--- config.mk ---
export PLATFORM = sky130hd
export DESIGN_NAME = vm_change_dispenser
export DESIGN_NICKNAME = d
export VERILOG_FILES = /design/src/rtl/vm_pkg.sv /design/src/rtl/vm_coin_stock.sv /design/src/rtl/vm_change_dispenser.sv
export SDC_FILE = /design/constraint.sdc
export NUM_CORES = 1
export LEC_CHECK = 0
export ABC_AREA = 1
export CORE_MARGIN = 3
export CORE_UTILIZATION = 40
export DETAILED_ROUTE_END_ITERATION = 10
export SLEW_MARGIN = 40
export SYNTH_ARGS = -nofsm -noshare
export SYNTH_HDL_FRONTEND = slang
export SYNTH_SLANG_ARGS = --single-unit
--- constraint.sdc ---
create_clock -name clk -period 2.8 [get_ports clk]
set_input_delay 0.42 -clock clk [delete_from_list [all_inputs] [get_ports clk]]
set_output_delay 0.42 -clock clk [all_outputs]
set_load 0.1 [all_outputs]
--- src/rtl/vm_pkg.sv ---
// =============================================================================
// Module      : vm_pkg
// Description : Shared constants for the change dispenser: coin values,
//               denomination indices, FSM state encoding.
// Revision    : 1.0 - initial release
// =============================================================================
`default_nettype none

package vm_pkg;

    localparam int unsigned c_val_500 = 500;
    localparam int unsigned c_val_100 = 100;
    localparam int unsigned c_val_50  = 50;
    localparam int unsigned c_val_10  = 10;

    // Index order matches the coin_eject / stock_empty bit order
    localparam logic [1:0] c_idx_10  = 2'd0;
    localparam logic [1:0] c_idx_50  = 2'd1;
    localparam logic [1:0] c_idx_100 = 2'd2;
    localparam logic [1:0] c_idx_500 = 2'd3;

    localparam logic [2:0] c_st_idle   = 3'd0;
    localparam logic [2:0] c_st_select = 3'd1;
    localparam logic [2:0] c_st_eject  = 3'd2;
    localparam logic [2:0] c_st_gap    = 3'd3;
    localparam logic [2:0] c_st_done   = 3'd4;

    typedef enum logic [2:0] {
        ST_IDLE   = c_st_idle,
        ST_SELECT = c_st_select,
        ST_EJECT  = c_st_eject,
        ST_GAP    = c_st_gap,
        ST_DONE   = c_st_done
    } state_t;

    function automatic logic [15:0] coin_value(input logic [1:0] idx);
        logic [15:0] val;
        case (idx)
            c_idx_500: val = 16'(c_val_500);
            c_idx_100: val = 16'(c_val_100);
            c_idx_50:  val = 16'(c_val_50);
            default:   val = 16'(c_val_10);
        endcase
        return val;
    endfunction

endpackage

`default_nettype wire

--- src/rtl/vm_coin_stock.sv ---
// =============================================================================
// Module      : vm_coin_stock
// Description : Four saturating coin stock counters with refill/decrement.
// Revision    : 1.0 - initial release
// =============================================================================
`default_nettype none

module vm_coin_stock #(
    parameter int STK_W      = 8,
    parameter int INIT_STOCK = 20
) (
    input  logic             clk,
    input  logic             rst,
    input  logic             i_refill_en,
    input  logic [1:0]       i_refill_sel,
    input  logic [STK_W-1:0] i_refill_cnt,
    input  logic             i_dec_en,
    input  logic [1:0]       i_dec_sel,
    output logic [STK_W-1:0] o_stock [4],
    output logic [3:0]       o_empty
);
    import vm_pkg::*;

    localparam logic [STK_W:0]   c_max  = {1'b0, {STK_W{1'b1}}};
    localparam logic [STK_W:0]   c_one  = (STK_W+1)'(1);
    localparam logic [STK_W-1:0] c_init = STK_W'(INIT_STOCK);

    for (genvar g = 0; g < 4; g++) begin : g_den
        logic [STK_W-1:0] stock_q;
        logic [STK_W-1:0] stock_d;
        logic [STK_W:0]   w_sum;

        // One extra bit holds stock+refill so saturation can be detected
        assign w_sum = {1'b0, stock_q}
                     + ((i_refill_en && i_refill_sel == 2'(g)) ? {1'b0, i_refill_cnt} : '0)
                     - ((i_dec_en && i_dec_sel == 2'(g)) ? c_one : '0);

        always_comb begin
            stock_d = w_sum[STK_W-1:0];
            if (w_sum > c_max) begin
                stock_d = '1;
            end
        end

        always_ff @(posedge clk) begin
            if (rst) begin
                stock_q <= c_init;
            end else begin
                stock_q <= stock_d;
            end
        end

        assign o_stock[g] = stock_q;
        assign o_empty[g] = (stock_q == '0);
    end

endmodule

`default_nettype wire

--- src/rtl/vm_change_dispenser.sv ---
// =============================================================================
// Module      : vm_change_dispenser
// Description : Pays out change one coin at a time, largest denomination first.
// Revision    : 1.0 - initial release
// =============================================================================
`default_nettype none

module vm_change_dispenser #(
    parameter int AMT_W        = 11,
    parameter int STK_W        = 8,
    parameter int INIT_STOCK   = 20,
    parameter int PULSE_CYCLES = 4,
    parameter int GAP_CYCLES   = 2
) (
    input  logic             clk,
    input  logic             reset,
    input  logic             req_valid,
    output logic             req_ready,
    input  logic [AMT_W-1:0] req_amount,
    output logic [3:0]       coin_eject,
    output logic             busy,
    output logic             done,
    output logic             short,
    output logic [AMT_W-1:0] remain,
    input  logic             refill_en,
    input  logic [1:0]       refill_sel,
    input  logic [STK_W-1:0] refill_cnt,
    output logic [3:0]       stock_empty
);
    import vm_pkg::*;

    localparam int c_cnt_max = (PULSE_CYCLES > GAP_CYCLES) ? PULSE_CYCLES : GAP_CYCLES;
    localparam int c_cnt_w   = $clog2(c_cnt_max + 1);
    localparam logic [c_cnt_w-1:0] c_pulse_last = c_cnt_w'(PULSE_CYCLES - 1);
    localparam logic [c_cnt_w-1:0] c_gap_last   = c_cnt_w'(GAP_CYCLES - 1);

    state_t             state_q, state_d;
    logic [AMT_W-1:0]   remain_q, remain_d;
    logic [c_cnt_w-1:0] cnt_q, cnt_d;
    logic [3:0]         coin_eject_q, coin_eject_d;
    logic               done_q, done_d;
    logic               short_q, short_d;

    logic               w_found;
    logic [1:0]         w_sel;
    logic               w_dec_en;
    logic [STK_W-1:0]   stock [4];

    vm_coin_stock #(
        .STK_W      (STK_W),
        .INIT_STOCK (INIT_STOCK)
    ) u_stock (
        .clk          (clk),
        .rst          (reset),
        .i_refill_en  (refill_en),
        .i_refill_sel (refill_sel),
        .i_refill_cnt (refill_cnt),
        .i_dec_en     (w_dec_en),
        .i_dec_sel    (w_sel),
        .o_stock      (stock),
        .o_empty      (stock_empty)
    );

    // Ascending scan: the last hit is the largest payable denomination
    always_comb begin
        w_found = 1'b0;
        w_sel   = c_idx_10;
        for (int i = 0; i < 4; i++) begin
            if (stock[i] != '0 && AMT_W'(coin_value(2'(i))) <= remain_q) begin
                w_found = 1'b1;
                w_sel   = 2'(i);
            end
        end
    end

    always_comb begin
        state_d      = state_q;
        remain_d     = remain_q;
        cnt_d        = cnt_q;
        coin_eject_d = coin_eject_q;
        done_d       = 1'b0;
        short_d      = short_q;
        w_dec_en     = 1'b0;
        case (state_q)
            ST_IDLE: begin
                if (req_valid) begin
                    remain_d = req_amount;
                    short_d  = 1'b0;
                    state_d  = ST_SELECT;
                end
            end
            ST_SELECT: begin
                if (w_found) begin
                    w_dec_en     = 1'b1;
                    remain_d     = remain_q - AMT_W'(coin_value(w_sel));
                    cnt_d        = '0;
                    coin_eject_d = 4'b0001 << w_sel;
                    state_d      = ST_EJECT;
                end else begin
                    short_d = (remain_q != '0);
                    done_d  = 1'b1;
                    state_d = ST_DONE;
                end
            end
            ST_EJECT: begin
                if (cnt_q == c_pulse_last) begin
                    cnt_d        = '0;
                    coin_eject_d = 4'b0000;
                    state_d      = ST_GAP;
                end else begin
                    cnt_d = cnt_q + c_cnt_w'(1);
                end
            end
            ST_GAP: begin
                if (cnt_q == c_gap_last) begin
                    cnt_d   = '0;
                    state_d = ST_SELECT;
                end else begin
                    cnt_d = cnt_q + c_cnt_w'(1);
                end
            end
            ST_DONE: begin
                state_d = ST_IDLE;
            end
            default: begin
                coin_eject_d = 4'b0000;
                state_d      = ST_IDLE;
            end
        endcase
    end

    always_ff @(posedge clk) begin
        if (reset) begin
            state_q      <= ST_IDLE;
            remain_q     <= '0;
            cnt_q        <= '0;
            coin_eject_q <= 4'b0000;
            done_q       <= 1'b0;
            short_q      <= 1'b0;
        end else begin
            state_q      <= state_d;
            remain_q     <= remain_d;
            cnt_q        <= cnt_d;
            coin_eject_q <= coin_eject_d;
            done_q       <= done_d;
            short_q      <= short_d;
        end
    end

    assign req_ready  = (state_q == ST_IDLE);
    assign busy       = (state_q != ST_IDLE);
    assign coin_eject = coin_eject_q;
    assign done       = done_q;
    assign short      = short_q;
    assign remain     = remain_q;

endmodule

`default_nettype wire
# Yosys cells after proc, flatten, opt, wreduce, memory -nomap -nowiden
# Cells that the tools add are included.
[op_classes] n_addsub=10 multipliers=0 div=0 order_cmp=8 eq_ne=17 shift=1 muxes=43 bitwise_logic=2 n_reduce_logical=38
[ops] op="8-bit 2-to-1 mux" n=8
[ops] op="11-bit 2-to-1 mux" n=4
[ops] op="8-bit by 9-bit adder with 9-bit output" n=4
[ops] op="9-bit by 8-bit > comparator with 1-bit output (second input constant)" n=4
[ops] op="9-bit subtractor" n=4
[ops] op="8-bit logical NOT" n=4
[ops] op="8-bit nonzero test" n=4
[ops] op="9-bit case mux with 3 select lines" n=1
[ops] op="11-bit case mux with 2 select lines" n=1
[ops] op="3-bit 2-to-1 mux" n=7
[ops] op="1-bit 2-to-1 mux" n=14
[ops] op="1-bit logical AND" n=12
[ops] op="3-bit case mux with 4 select lines" n=1
[ops] op="4-bit case mux with 3 select lines" n=1
[ops] op="3-bit AND reduction" n=4
[ops] op="4-bit by 11-bit <= comparator with 1-bit output (first input constant)" n=1
[ops] op="6-bit by 11-bit <= comparator with 1-bit output (first input constant)" n=1
[ops] op="7-bit by 11-bit <= comparator with 1-bit output (first input constant)" n=1
[ops] op="9-bit by 11-bit <= comparator with 1-bit output (first input constant)" n=1
[ops] op="11-bit nonzero test" n=1
[ops] op="11-bit subtractor" n=1
[ops] op="2-bit != test (second input constant)" n=5
[ops] op="2-bit OR reduction" n=5
[ops] op="3-bit by 2-bit == test with 1-bit output (second input constant)" n=3
[ops] op="other kinds (17)" n=27
[totals] register_bits=55 latchBits=0 ramBits=0 rom_bits=0 inputBits=25 output_inout_bits=23 word_cells=133 n_memories=0

# Logic depth before layout (Yosys ltp)
# Gate-level depths: netlist (run 1).
[depth] word_depth=13 depth_mapped=22 ltp_nobuf=22

# Modules after synthesis
# From an unflattened synthesis (run 1), not the netlist that was laid out.
[unflattened] cells_unflattened=863 area_unflattened_um2=5455.2
[by_module_without_submodules] mod="vm_coin_stock" instances=1 cells_each=549 area_each_um2=3527.1 seq_area_each_um2=640.6
[by_module_without_submodules] mod="vm_change_dispenser" instances=1 cells_each=314 area_each_um2=1928.1 seq_area_each_um2=460.4

# Worst setup path before layout (run 1)
# No wires, ideal clock.
[synth_timing] kind="register to register" start="register remain_q[2] (netlist: remain[2])" end="register u_stock.g_den[0].stock_q[7]" setup_time_ps=135 arrival_time_ps=3344 required_time_ps=2665 setup_slack_ps=-679 path_stages_with_launch=22 n_path_buf=0 period_less_slack_ps=3479 cell_sequence="dfxtp_1 -> nor2_1 -> nor2_1 -> nand2_1 -> nand2_1 -> nand2_2 -> nand2_4 -> nor2_8 -> nand3_1 -> inv_1 -> ha_1 -> inv_1 -> ha_1 -> fa_1 -> nand3_1 -> nand2_1 -> nand2_1 -> nor2_1 -> nand3_1 -> nand3b_1 -> nand2_1 -> a21oi_1"
[synth_via] elab_chain_len=13 word_cells_on_any_way=23 cone_classes="add/sub (1); order compare (5); mux (11); reduce/logical (6)"
[synth_lines] item="from (decl)" line_no="vm_change_dispenser.sv:38" rtl="logic [AMT_W-1:0] remain_q, remain_d;"
[synth_lines] item="from (signal assigned)" line_no="vm_change_dispenser.sv:142" rtl="remain_q <= remain_d;"
[synth_lines] item="4-bit by 11-bit <= comparator with 1-bit output" line_no="vm_change_dispenser.sv:69" rtl="if (stock[i] != '0 && AMT_W'(coin_value(2'(i))) <= remain_q) begin"
[synth_lines] item="1-bit logical AND" line_no="vm_change_dispenser.sv:69"
[synth_lines] item="1-bit 2-to-1 mux (4 in series)" line_no="vm_change_dispenser.sv:69"
[synth_lines] item="1-bit 2-to-1 mux" line_no="vm_change_dispenser.sv:93" rtl="if (w_found) begin"
[synth_lines] item="1-bit 2-to-1 mux" line_no="vm_change_dispenser.sv:84" rtl="case (state_q)"
[synth_lines] item="1-bit logical AND (*)" line_no="vm_coin_stock.sv:36" rtl="- ((i_dec_en && i_dec_sel == 2'(g)) ? c_one : '0);"
[synth_lines] item="1-bit 2-to-1 mux (*)" line_no="vm_coin_stock.sv:36"
[synth_lines] item="9-bit subtractor (*)" line_no="vm_coin_stock.sv:36"
[synth_lines] item="9-bit by 8-bit > comparator with 1-bit output" line_no="vm_coin_stock.sv:40" rtl="if (w_sum > c_max) begin"
[synth_lines] item="8-bit 2-to-1 mux (*)" line_no="vm_coin_stock.sv:40"
[synth_lines] item="to (signal assigned)" line_no="vm_coin_stock.sv:47" rtl="stock_q <= c_init;"
[synth_lines] item="to (signal assigned)" line_no="vm_coin_stock.sv:49" rtl="stock_q <= stock_d;"
[synth_lines] item="to (decl)" line_no="vm_coin_stock.sv:29" rtl="logic [STK_W-1:0] stock_q;"
# Every way passes the cells marked *; elsewhere a longest branch is shown, timed or not.
# A chain may end at the register's enable or synchronous reset.

# Worst setup path after layout (run 1)
[layout_timing] start="register remain_q[3] (netlist: remain[3])" end="register u_stock.g_den[2].stock_q[4]"
[layout_via] elab_chain_len=13 word_cells_on_any_way=23 cone_classes="add/sub (1); order compare (5); eq/ne (1); mux (10); reduce/logical (6)"
[layout_lines] item="4-bit by 11-bit <= comparator with 1-bit output" line_no="vm_change_dispenser.sv:69"
[layout_lines] item="1-bit logical AND" line_no="vm_change_dispenser.sv:69"
[layout_lines] item="1-bit 2-to-1 mux (4 in series)" line_no="vm_change_dispenser.sv:69"
[layout_lines] item="1-bit 2-to-1 mux" line_no="vm_change_dispenser.sv:93"
[layout_lines] item="1-bit 2-to-1 mux" line_no="vm_change_dispenser.sv:84"
[layout_lines] item="1-bit logical AND (*)" line_no="vm_coin_stock.sv:36"
[layout_lines] item="1-bit 2-to-1 mux (*)" line_no="vm_coin_stock.sv:36"
[layout_lines] item="9-bit subtractor (*)" line_no="vm_coin_stock.sv:36"
[layout_lines] item="9-bit by 8-bit > comparator with 1-bit output" line_no="vm_coin_stock.sv:40"
[layout_lines] item="2-bit OR reduction (no line)"
[layout_lines] item="to (signal assigned)" line_no="vm_coin_stock.sv:47"
[layout_lines] item="to (signal assigned)" line_no="vm_coin_stock.sv:49"
[layout_lines] item="to (decl)" line_no="vm_coin_stock.sv:29"
# Marked as above.

==> results of run 1 <==
==> routing by layer <==
layer	vias up	track usage, %	wire, um
li1	2688	-	-
met1	2277	23.8	6100
met2	76	32.0	6270
met3	13	2.50	439
met4	0	4.62	204
met5	-	0	0
==> synth_stat cells (3+ instances only) <==
cell type,count
inv_2,23
o21ai_0,14
xnor2_1,9
nand4_1,6
a21oi_2,5
nor4_1,4
xor2_1,12
ha_1,76
nand2_4,3
o31a_1,7
clkbuf_1,5
inv_1,139
dfxtp_1,55
nor2_1,53
nand2_2,11
nand3_1,44
nand2_1,176
nand3b_1,4
fa_1,5
nor3_1,4
a21oi_1,73
==> kinds of logic (layout without fill, tap and decap cells) <==
family / count (synthesis) / after routing
XOR/XNOR: 21 / 21
flip-flops: 55 / 55
multiplexers: 1 / 1
buffers and inverters: 173 / 338
adder cells (fa/ha/maj): 81 / 81
AO/OA/AOI/OAI: 103 / 103
AND/OR/NAND/NOR: 316 / 316
==> critical path, cell delays in order, from the launching register on <==
cell and delay [ns]:
dfxtp_4 0.37, nor2_4 0.05, nor2_2 0.11, nand2_1 0.08, nand2_2 0.08, nand2_4 0.09
inv_2 0.07, nor2_1 0.03, nand2_1 0.09, inv_2 0.06, ha_4 0.25, inv_2 0.04
ha_4 0.16, fa_2 0.39, nand3_2 0.10, nand2_2 0.05, nand2_2 0.07, nor2_2 0.05
nand3_2 0.07, nand3b_1 0.15, a21oi_2 0.19, nand2_1 0.07
==> flip-flops by register name, summed over array words and instances (netlist names) <==
name                   cells
done                       1
u_stock.g_den.stock_q     32
state_q                    3
remain                    11
cnt_q                      3
short                      1
coin_eject                 4
==> stage by stage <==
| step | setup slack [ns] | hold slack (ns) |
|---|---|---|
| final | 0.0638 | 0.480 |
| after global routing | -0.125 | 0.501 |
| after CTS | 0.00917 | 0.481 |
| after detailed placement | -0.414 | 0.469 |
| after global placement | -0.389 | 0.468 |
| after floorplan | 0.000868 | 0.456 |
==> layout by cell type, fill, tap and decap left out, types with 12 or more instances in the layout <==
master	n
nand2_1	159
ha_1	60
nand2_2	25
nor2_1	39
ha_4	15
dfxtp_1	42
buf_4	143
o21ai_0	14
inv_2	38
nand3_1	37
a21oi_1	48
xor2_1	12
a21oi_2	30
inv_1	123
clkdlybuf4s50_1	21
==> final timing paths <==
kind | startpoint | cells after the start | slack (ns) | end
max | remain[3] | 21 | 0.06 | u_stock.g_den[2].stock_q[4]
min | coin_eject[1] | 2 | 0.48 | coin_eject[1]
max reg2reg | remain[3] | 21 | 0.06 | u_stock.g_den[2].stock_q[4]
min reg2reg | coin_eject[1] | 2 | 0.48 | coin_eject[1]
==> cell type report <==
cell class / count / area [um2]
Clock buffer: 6 / 129
Clock inverter: 2 / 12.5
Fill cell: 1132 / 4960
Inverter: 162 / 611
Multi-Input combinational cell: 522 / 3720
Sequential cell: 55 / 1140
Tap cell: 168 / 210
Timing Repair Buffer: 168 / 1330
==> what timing repair did <==
item | CTS | global route
pin swaps | 10 | 62
resized for setup | 16 | 94
hold endpoints to repair | 0 | 0
setup endpoints to repair | 17 | 35
buffers inserted | 2 | 11
==> flow_summary_export.csv, run 1 <==
group,metric,value,unit
outcome,outcome,"finished clean",
routing,drc,0,
layout,areaGrowthSynthToFinish,43.4,%
cts,worstSkewPairLatency,0.30,ns
floorplanning,pin_count,48,
logic_synthesis,avgSynthCellArea,6.65,um2
logic_synthesis,synth_compound_area_share,11.3,%
logic_synthesis,synth_edf_count,0,
routing,via_count,5054,
logic_synthesis,synth_top_family_by_area,"simple AND/OR/NAND/NOR gates",
sta,worst_pin_slew,0.729,ns
cts,ctsHoldBuffers,0,
layout,drive_gt1_share,35.1,%
placement,portBuffers,47,
logic_synthesis,synth.area.mux_share,0.201,%
logic_synthesis,synth_area_leader_cell,"dfxtp_1",
sta,fin_skew,0.00563,ns
hold_path,hold_path.class,"flop to flop",
cts,cts_tree,"done",
critical_path,critPathKind,"flop to flop",
placement,dpl.hpwl,10400,um
critical_path,crit_required,2.99,ns
routing,dr.pass1.iters,4,
placement,placedCellCount,1062,
sta,tns,0,ns
placement,placed_cell_area,6450,um2
logic_synthesis,yosys.area_share.xor_xnor,3.69,%
sta,finalCritPeriodShare,97.7,%
layout,stdcell_count,1083,
global_route,grtUsageTotal,18.3,%
critical_path,crit_path_end_kind,"flop",
routing,antenna_left,0,
floorplanning,die_w,118,um
cts,clkSlewWorstSetupHoldPaths,0.07,ns
layout,utilization,59.1,%
layout,design_area,7150,um2
global_route,overflow,0,
logic_synthesis,ys_ff_latch,55,
critical_path,startpoint_type,"flop",
logic_synthesis,synth_top_area_share,22.1,%
cts,clock_tree.buffer_depth,2,
cts,numCtsBuffers,5,
logic_synthesis,syn_nets,856,
sta,finalHoldViolCount,0,
global_route,grt_pass1_wl,21500,um
logic_synthesis,syn_inst,750,
logic_synthesis,ys.flop_type,"dfxtp_1",
sta,setup_viol,0,
floorplanning,rows,40,
cts,cts_root_buf,"clkbuf_16",
routing,wl,13000,um
logic_synthesis,yosysWarnings,0,
flow_run,maxCapViolations,0,
floorplanning,start_util,41.2,%
global_route,grt_max_degree,28,
sta,rsz0062_at_grt,"yes",
sta,slew_viol_final,0,
layout,n_antenna_cell,0,
critical_path,path_max_fanout,5,
logic_synthesis,yosys-top-cells-area,"dfxtp_1, ha_1, nand2_1",
cts,h-tree-depth,2,
floorplanning,core,12100,um2
sta,slew_headroom,51.4,%
sta,fmax,365,MHz
logic_synthesis,synth_area,4990,um2
routing,wl_per_cell,12.0,um
global_route,antenna_found_initial,0,
floorplanning,die-area,13800,um2
cts,cts_sinks,55,
routing,avgViaCountPerCell,4.67,
floorplanning,die_h,118,um
logic_synthesis,synth-simple-area-share,28.3,%
logic_synthesis,netlist-cell-type-count,37,
logic_synthesis,yosysSeqAreaShare,22.1,%
placement,place_congestion,0.878,
logic_synthesis,synthAdderAreaFrac,21.1,%
layout,final_nets,1020,
routing,drt-initial-drc-count,178,
sta,fin_crit,2.74,ns
critical_path,arrival,2.93,ns
global_route,grt_pass1_vias,4834,
logic_synthesis,async_reset_ff_share,0,%
Power of run 1 is left out: the tool's default activity adds up to more than one toggle a clock period on the data nets, which glitch-free logic cannot reach.
==> inputs of run 2 (changes only) <==
--- a/config.mk
+++ b/config.mk
@@ -9,6 +9,7 @@
 export CORE_MARGIN = 3
 export CORE_UTILIZATION = 40
 export DETAILED_ROUTE_END_ITERATION = 10
+export RECOVER_POWER = 100
 export SLEW_MARGIN = 40
 export SYNTH_ARGS = -nofsm -noshare
 export SYNTH_HDL_FRONTEND = slang
==> run 2 against run 1 <==
Critical endpoint unchanged; worst setup slack gained 0.00063 ns; die area is the same; cell area shrank 0.73%; fmax is essentially flat; core utilization shrank 0.43 points; wire length grew 0.11%; clock skew is essentially flat; critical path type unchanged; flip-flop and latch count is the same; final cell count is the same; clock-buffer cell count is the same; critical path depth is the same; register-to-register slack is essentially flat; largest cell class unchanged.
==> flow_summary_export.csv, run 2 (same netlist as run 1, synthesis figures left out) <==
group,metric,value,unit
floorplanning,rows,40,
placement,portBuffers,47,
layout,drive_gt1_share,33.6,%
layout,regArea,1140,um2
layout,final_cell_mix,"nand2_1, buf_4, inv_1",
sta,fin_hold_ws,0.479,ns
cts,clkSlewWorstSetupHoldPaths,0.07,ns
cts,ctsHoldBuffers,0,
critical_path,critPathTopFamily,"simple AND/OR/NAND/NOR gates",
global_route,grt_pass1_wl,21500,um
critical_path,crit_path_end_kind,"flop",
layout,multi_input_area,3720,um2
floorplanning,start_util,41.2,%
hold_path,hold_path.class,"flop to flop",
global_route,grt_pass1_vias,4834,
placement,placedCellCount,1062,
routing,wl_per_cell,12.0,um
layout,n_antenna_cell,0,
cts,worstSkewPairLatency,0.30,ns
critical_path,cp_cell_sequence,"nor2_4 -> nor2_2 -> nand2_1 -> nand2_2 -> nand2_4 -> inv_2 -> nor2_1 -> nand2_1 -> inv_2 -> ha_4 -> inv_2 -> ha_4 -> fa_2 -> nand3_2 -> nand2_2 -> nand2_2 -> nor2_2 -> nand3_2 -> nand3b_1 -> a21oi_2 -> nand2_1",
floorplanning,die_h,118,um
routing,wl_met3,409,um
critical_path,arrival,2.93,ns
sta,worst_pin_slew,1.17,ns
sta,fmax,366,MHz
placement,placed_cell_area,6450,um2
sta,rsz0062_at_grt,"yes",
layout,largest_reg_flops,32,
routing,via_count,5037,
cts,numCtsBuffers,5,
sta,slew_viol_final,0,
layout,fill_cells,1145,
critical_path,path_buf_inv,3,
sta,fin_skew,0.00565,ns
critical_path,slowest_delay,0.39,ns
flow_run,maxCapViolations,0,
routing,antenna_left,0,
sta,slew_headroom,22.0,%
routing,dr.pass1.iters,4,
sta,fin_crit,2.74,ns
routing,highest_layer,"met4",
global_route,grt_max_degree,28,
layout,stdcell_count,1083,
placement,place_congestion,0.878,
cts,h-tree-depth,2,
sta,finalCritPeriodShare,97.7,%
critical_path,path_max_fanout,5,
sta,setup_viol,0,
floorplanning,die-area,13800,um2
layout,areaGrowthSynthToFinish,42.3,%
layout,final_nets,1020,
layout,final_common_cell,"nand2_1",
global_route,grtUsageTotal,18.3,%
routing,avgViaCountPerCell,4.65,
critical_path,critPathKind,"flop to flop",
cts,cts_sinks,55,
outcome,outcome,"finished clean",
floorplanning,die_w,118,um
cts,cts_root_buf,"clkbuf_16",
sta,tns,0,ns
cts,cts_tree,"done",
routing,drt-met1-wl,6160,um
critical_path,crit_required,2.99,ns
cts,clock_tree.buffer_depth,2,
global_route,antenna_found_initial,0,
routing,met2_length,6260,um
routing,drt-initial-drc-count,178,
critical_path,crit_slowest_cell,"fa_2",
floorplanning,pin_count,48,
layout,regMostFlops,"u_stock.g_den.stock_q",
layout,design_area,7100,um2
routing,drc,0,
placement,dpl.hpwl,10400,um
floorplanning,core,12100,um2
routing,wl,13000,um
global_route,overflow,0,
sta,finalHoldViolCount,0,
critical_path,startpoint_type,"flop",
==> run 2: routing by layer <==
metal	GRT usage [%]	vias to the layer above
met5	0	-
met4	4.62	0
met1	23.8	2265
li1	-	2689
met2	32.0	70
met3	2.50	13
==> run 2: worst paths after layout <==
check                     start                     endpoint  slack, ns  cells after the start
setup / recovery      remain[3]  u_stock.g_den[2].stock_q[4]       0.06                     21
setup reg to reg      remain[3]  u_stock.g_den[2].stock_q[4]       0.06                     21
hold / removal    coin_eject[1]                coin_eject[1]       0.48                      2
hold reg to reg   coin_eject[1]                coin_eject[1]       0.48                      2
==> run 2: layout make-up <==
class,instances,area share [%]
clock buffers,6,1.81
flip-flops and latches,55,16.1
well taps,168,2.96
repair buffers,168,17.9
multi-input cells,522,52.4
inverters,162,8.60
clock inverters,2,0.176
==> run 2: through the flow <==
stage | setup slack (ns) | utilization, %
after floorplan | 0.000868 | -
after global placement | -0.389 | 53.2
after detailed placement | -0.414 | 53.2
after CTS | 0.00917 | 55.0
after global routing | -0.125 | 58.6
final | 0.0644 | 58.6
==> run 2: worst reg2reg max path, cell delays in order (launching register included) <==
cell and delay, ns:
dfxtp_4 0.37, nor2_4 0.05, nor2_2 0.11, nand2_1 0.08, nand2_2 0.08, nand2_4 0.09
inv_2 0.07, nor2_1 0.03, nand2_1 0.09, inv_2 0.06, ha_4 0.25, inv_2 0.04
ha_4 0.16, fa_2 0.39, nand3_2 0.10, nand2_2 0.05, nand2_2 0.07, nor2_2 0.05
nand3_2 0.07, nand3b_1 0.15, a21oi_2 0.19, nand2_1 0.07
==> run 2: what timing repair did <==
item                                    in CTS  in global routing
setup buffers                                2                 11
pin swaps                                   10                 62
resized for setup                           16                 94
endpoints found under the setup margin      17                 35
Power of run 2 is left out for the same reason.
==> inputs of run 3 (changes only) <==
--- a/config.mk
+++ b/config.mk
@@ -9,6 +9,7 @@
 export CORE_MARGIN = 3
 export CORE_UTILIZATION = 40
 export DETAILED_ROUTE_END_ITERATION = 10
+export PLACE_DENSITY = 0.72
 export RECOVER_POWER = 100
 export SLEW_MARGIN = 40
 export SYNTH_ARGS = -nofsm -noshare
==> run 3 against run 2 <==
Register-to-register slack got worse by 0.06 ns; critical endpoint is now u_stock.g_den[0].stock_q[1]; final cell count rose by 0.65%; highest routed layer unchanged; via count rose by 2.5%; worst setup slack got worse by 0.061 ns; sequential share of layout area fell by 0.25 points; clock-buffer cell count did not move.
==> flow_summary_export.csv, run 3 (same netlist as run 1, synthesis figures left out) <==
group,metric,value,unit
sta,fin_ws,0.00339,ns
sta,fmax,358,MHz
critical_path,critPathKind,"flop to flop",
global_route,grt_pass1_wl,21300,um
cts,numCtsBuffers,5,
floorplanning,core,12100,um2
critical_path,crit_slowest_cell,"dfxtp_4",
routing,via_count,5161,
hold_path,hold_path.class,"flop to flop",
floorplanning,die_w,118,um
cts,clock_tree.buffer_depth,2,
layout,areaGrowthSynthToFinish,44.2,%
routing,avgViaCountPerCell,4.73,
cts,cts_root_buf,"clkbuf_16",
placement,place_congestion,0.895,
sta,setup_viol,0,
floorplanning,pin_count,48,
layout,final_common_cell,"nand2_1",
global_route,grtUsageTotal,18.3,%
sta,fin_skew,0.00595,ns
routing,wl_per_cell,12.7,um
cts,cts_tree,"done",
routing,dr.pass1.iters,4,
floorplanning,start_util,41.2,%
sta,slew_headroom,21.8,%
routing,drc,0,
layout,n_antenna_cell,0,
cts,ctsHoldBuffers,0,
global_route,grt_max_degree,52,
sta,fin_crit,2.80,ns
sta,worst_pin_slew,1.18,ns
layout,final_cell_mix,"nand2_1, buf_4, inv_1",
flow_run,maxCapViolations,0,
placement,portBuffers,47,
global_route,grt_pass1_vias,4832,
critical_path,cp_cell_sequence,"inv_1 -> nand2_2 -> nor2_2 -> nand3_2 -> nand2_2 -> nand4_4 -> nand3_2 -> inv_2 -> ha_4 -> inv_2 -> ha_4 -> fa_2 -> nand3_2 -> nand2_1 -> nand2_2 -> nor2_2 -> nand3_2 -> nand3b_1 -> nand2_4 -> a21oi_2",
floorplanning,die-area,13800,um2
critical_path,rr_startpoint,"remain[4]",
critical_path,slowest_delay,0.36,ns
sta,finalHoldViolCount,0,
routing,drt-initial-drc-count,295,
placement,dpl.hpwl,9940,um
routing,antenna_left,0,
sta,finalCritPeriodShare,99.9,%
layout,final_nets,1027,
critical_path,cp-startpoint,"remain[4]",
routing,wl,13800,um
sta,rsz0062_at_grt,"yes",
floorplanning,die_h,118,um
outcome,outcome,"finished clean",
critical_path,arrival,2.96,ns
critical_path,startpoint_type,"flop",
sta,slew_viol_final,0,
cts,cts_sinks,55,
hold_path,min_from,"cnt_q[1]",
sta,tns,0,ns
layout,regMostFlops,"u_stock.g_den.stock_q",
critical_path,path_max_fanout,6,
cts,h-tree-depth,2,
critical_path,crit_required,2.96,ns
global_route,antenna_found_initial,0,
cts,clkSlewWorstSetupHoldPaths,0.08,ns
global_route,overflow,0,
layout,drive_gt1_share,33.9,%
critical_path,critPathMostFrequentCell,"nand3_2",
layout,largest_reg_flops,32,
placement,pre_cts_ws,-0.324,ns
floorplanning,rows,40,
cts,worstSkewPairLatency,0.30,ns
critical_path,crit_path_end_kind,"flop",
## run 3: what timing repair did
| action | CTS | global route |
|---|---|---|
| pin swaps | 17 | 66 |
| setup buffers | 3 | 18 |
| resized for setup | 20 | 97 |
| endpoints found under the hold margin | 0 | 0 |
| setup endpoints to repair | 22 | 33 |
## run 3: critical path, delay by kind of cell (launching register included)
kind,cells,cell delay (ns)
simple gates,13,1.27
fa+ha+maj,3,0.77
flops,1,0.36
buf+inv,3,0.19
compound gates,1,0.07
## run 3: stage by stage
step	hold WS (ns)	instances	util [%]	area [um2]
floorplan	0.456	750	-	5080
global placement	0.471	1061	53.2	6440
detailed placement	0.475	1061	53.2	6440
CTS	0.486	1072	55.2	6690
global route	0.516	1090	59.4	7200
finish	0.483	1090	59.4	7200
## run 3: layout make-up
type	instances	area (um2)
timing repair buffer	175	1340
clock buffer	6	129
tap	168	210
inverter	162	613
multi-input combinational	522	3720
sequential	55	1140
clock inverter	2	38.8
fill	1127	4920
## run 3: metal layers
layer	track usage, %	vias up	part of all wire, %
met2	33.1	99	52
met3	2.69	24	3.4
met1	23.0	2326	43
met5	0	-	0
li1	-	2712	-
met4	3.81	0	1.9
## run 3: worst paths after layout
kind / to / slack [ns] / depth (start not counted)
hold reg to reg: cnt_q[1] / 0.48 / 2
setup / recovery: u_stock.g_den[0].stock_q[1] / 0.003 / 20
setup reg to reg: u_stock.g_den[0].stock_q[1] / 0.003 / 20
hold / removal: cnt_q[1] / 0.48 / 2
Power of run 3 is left out for the same reason.
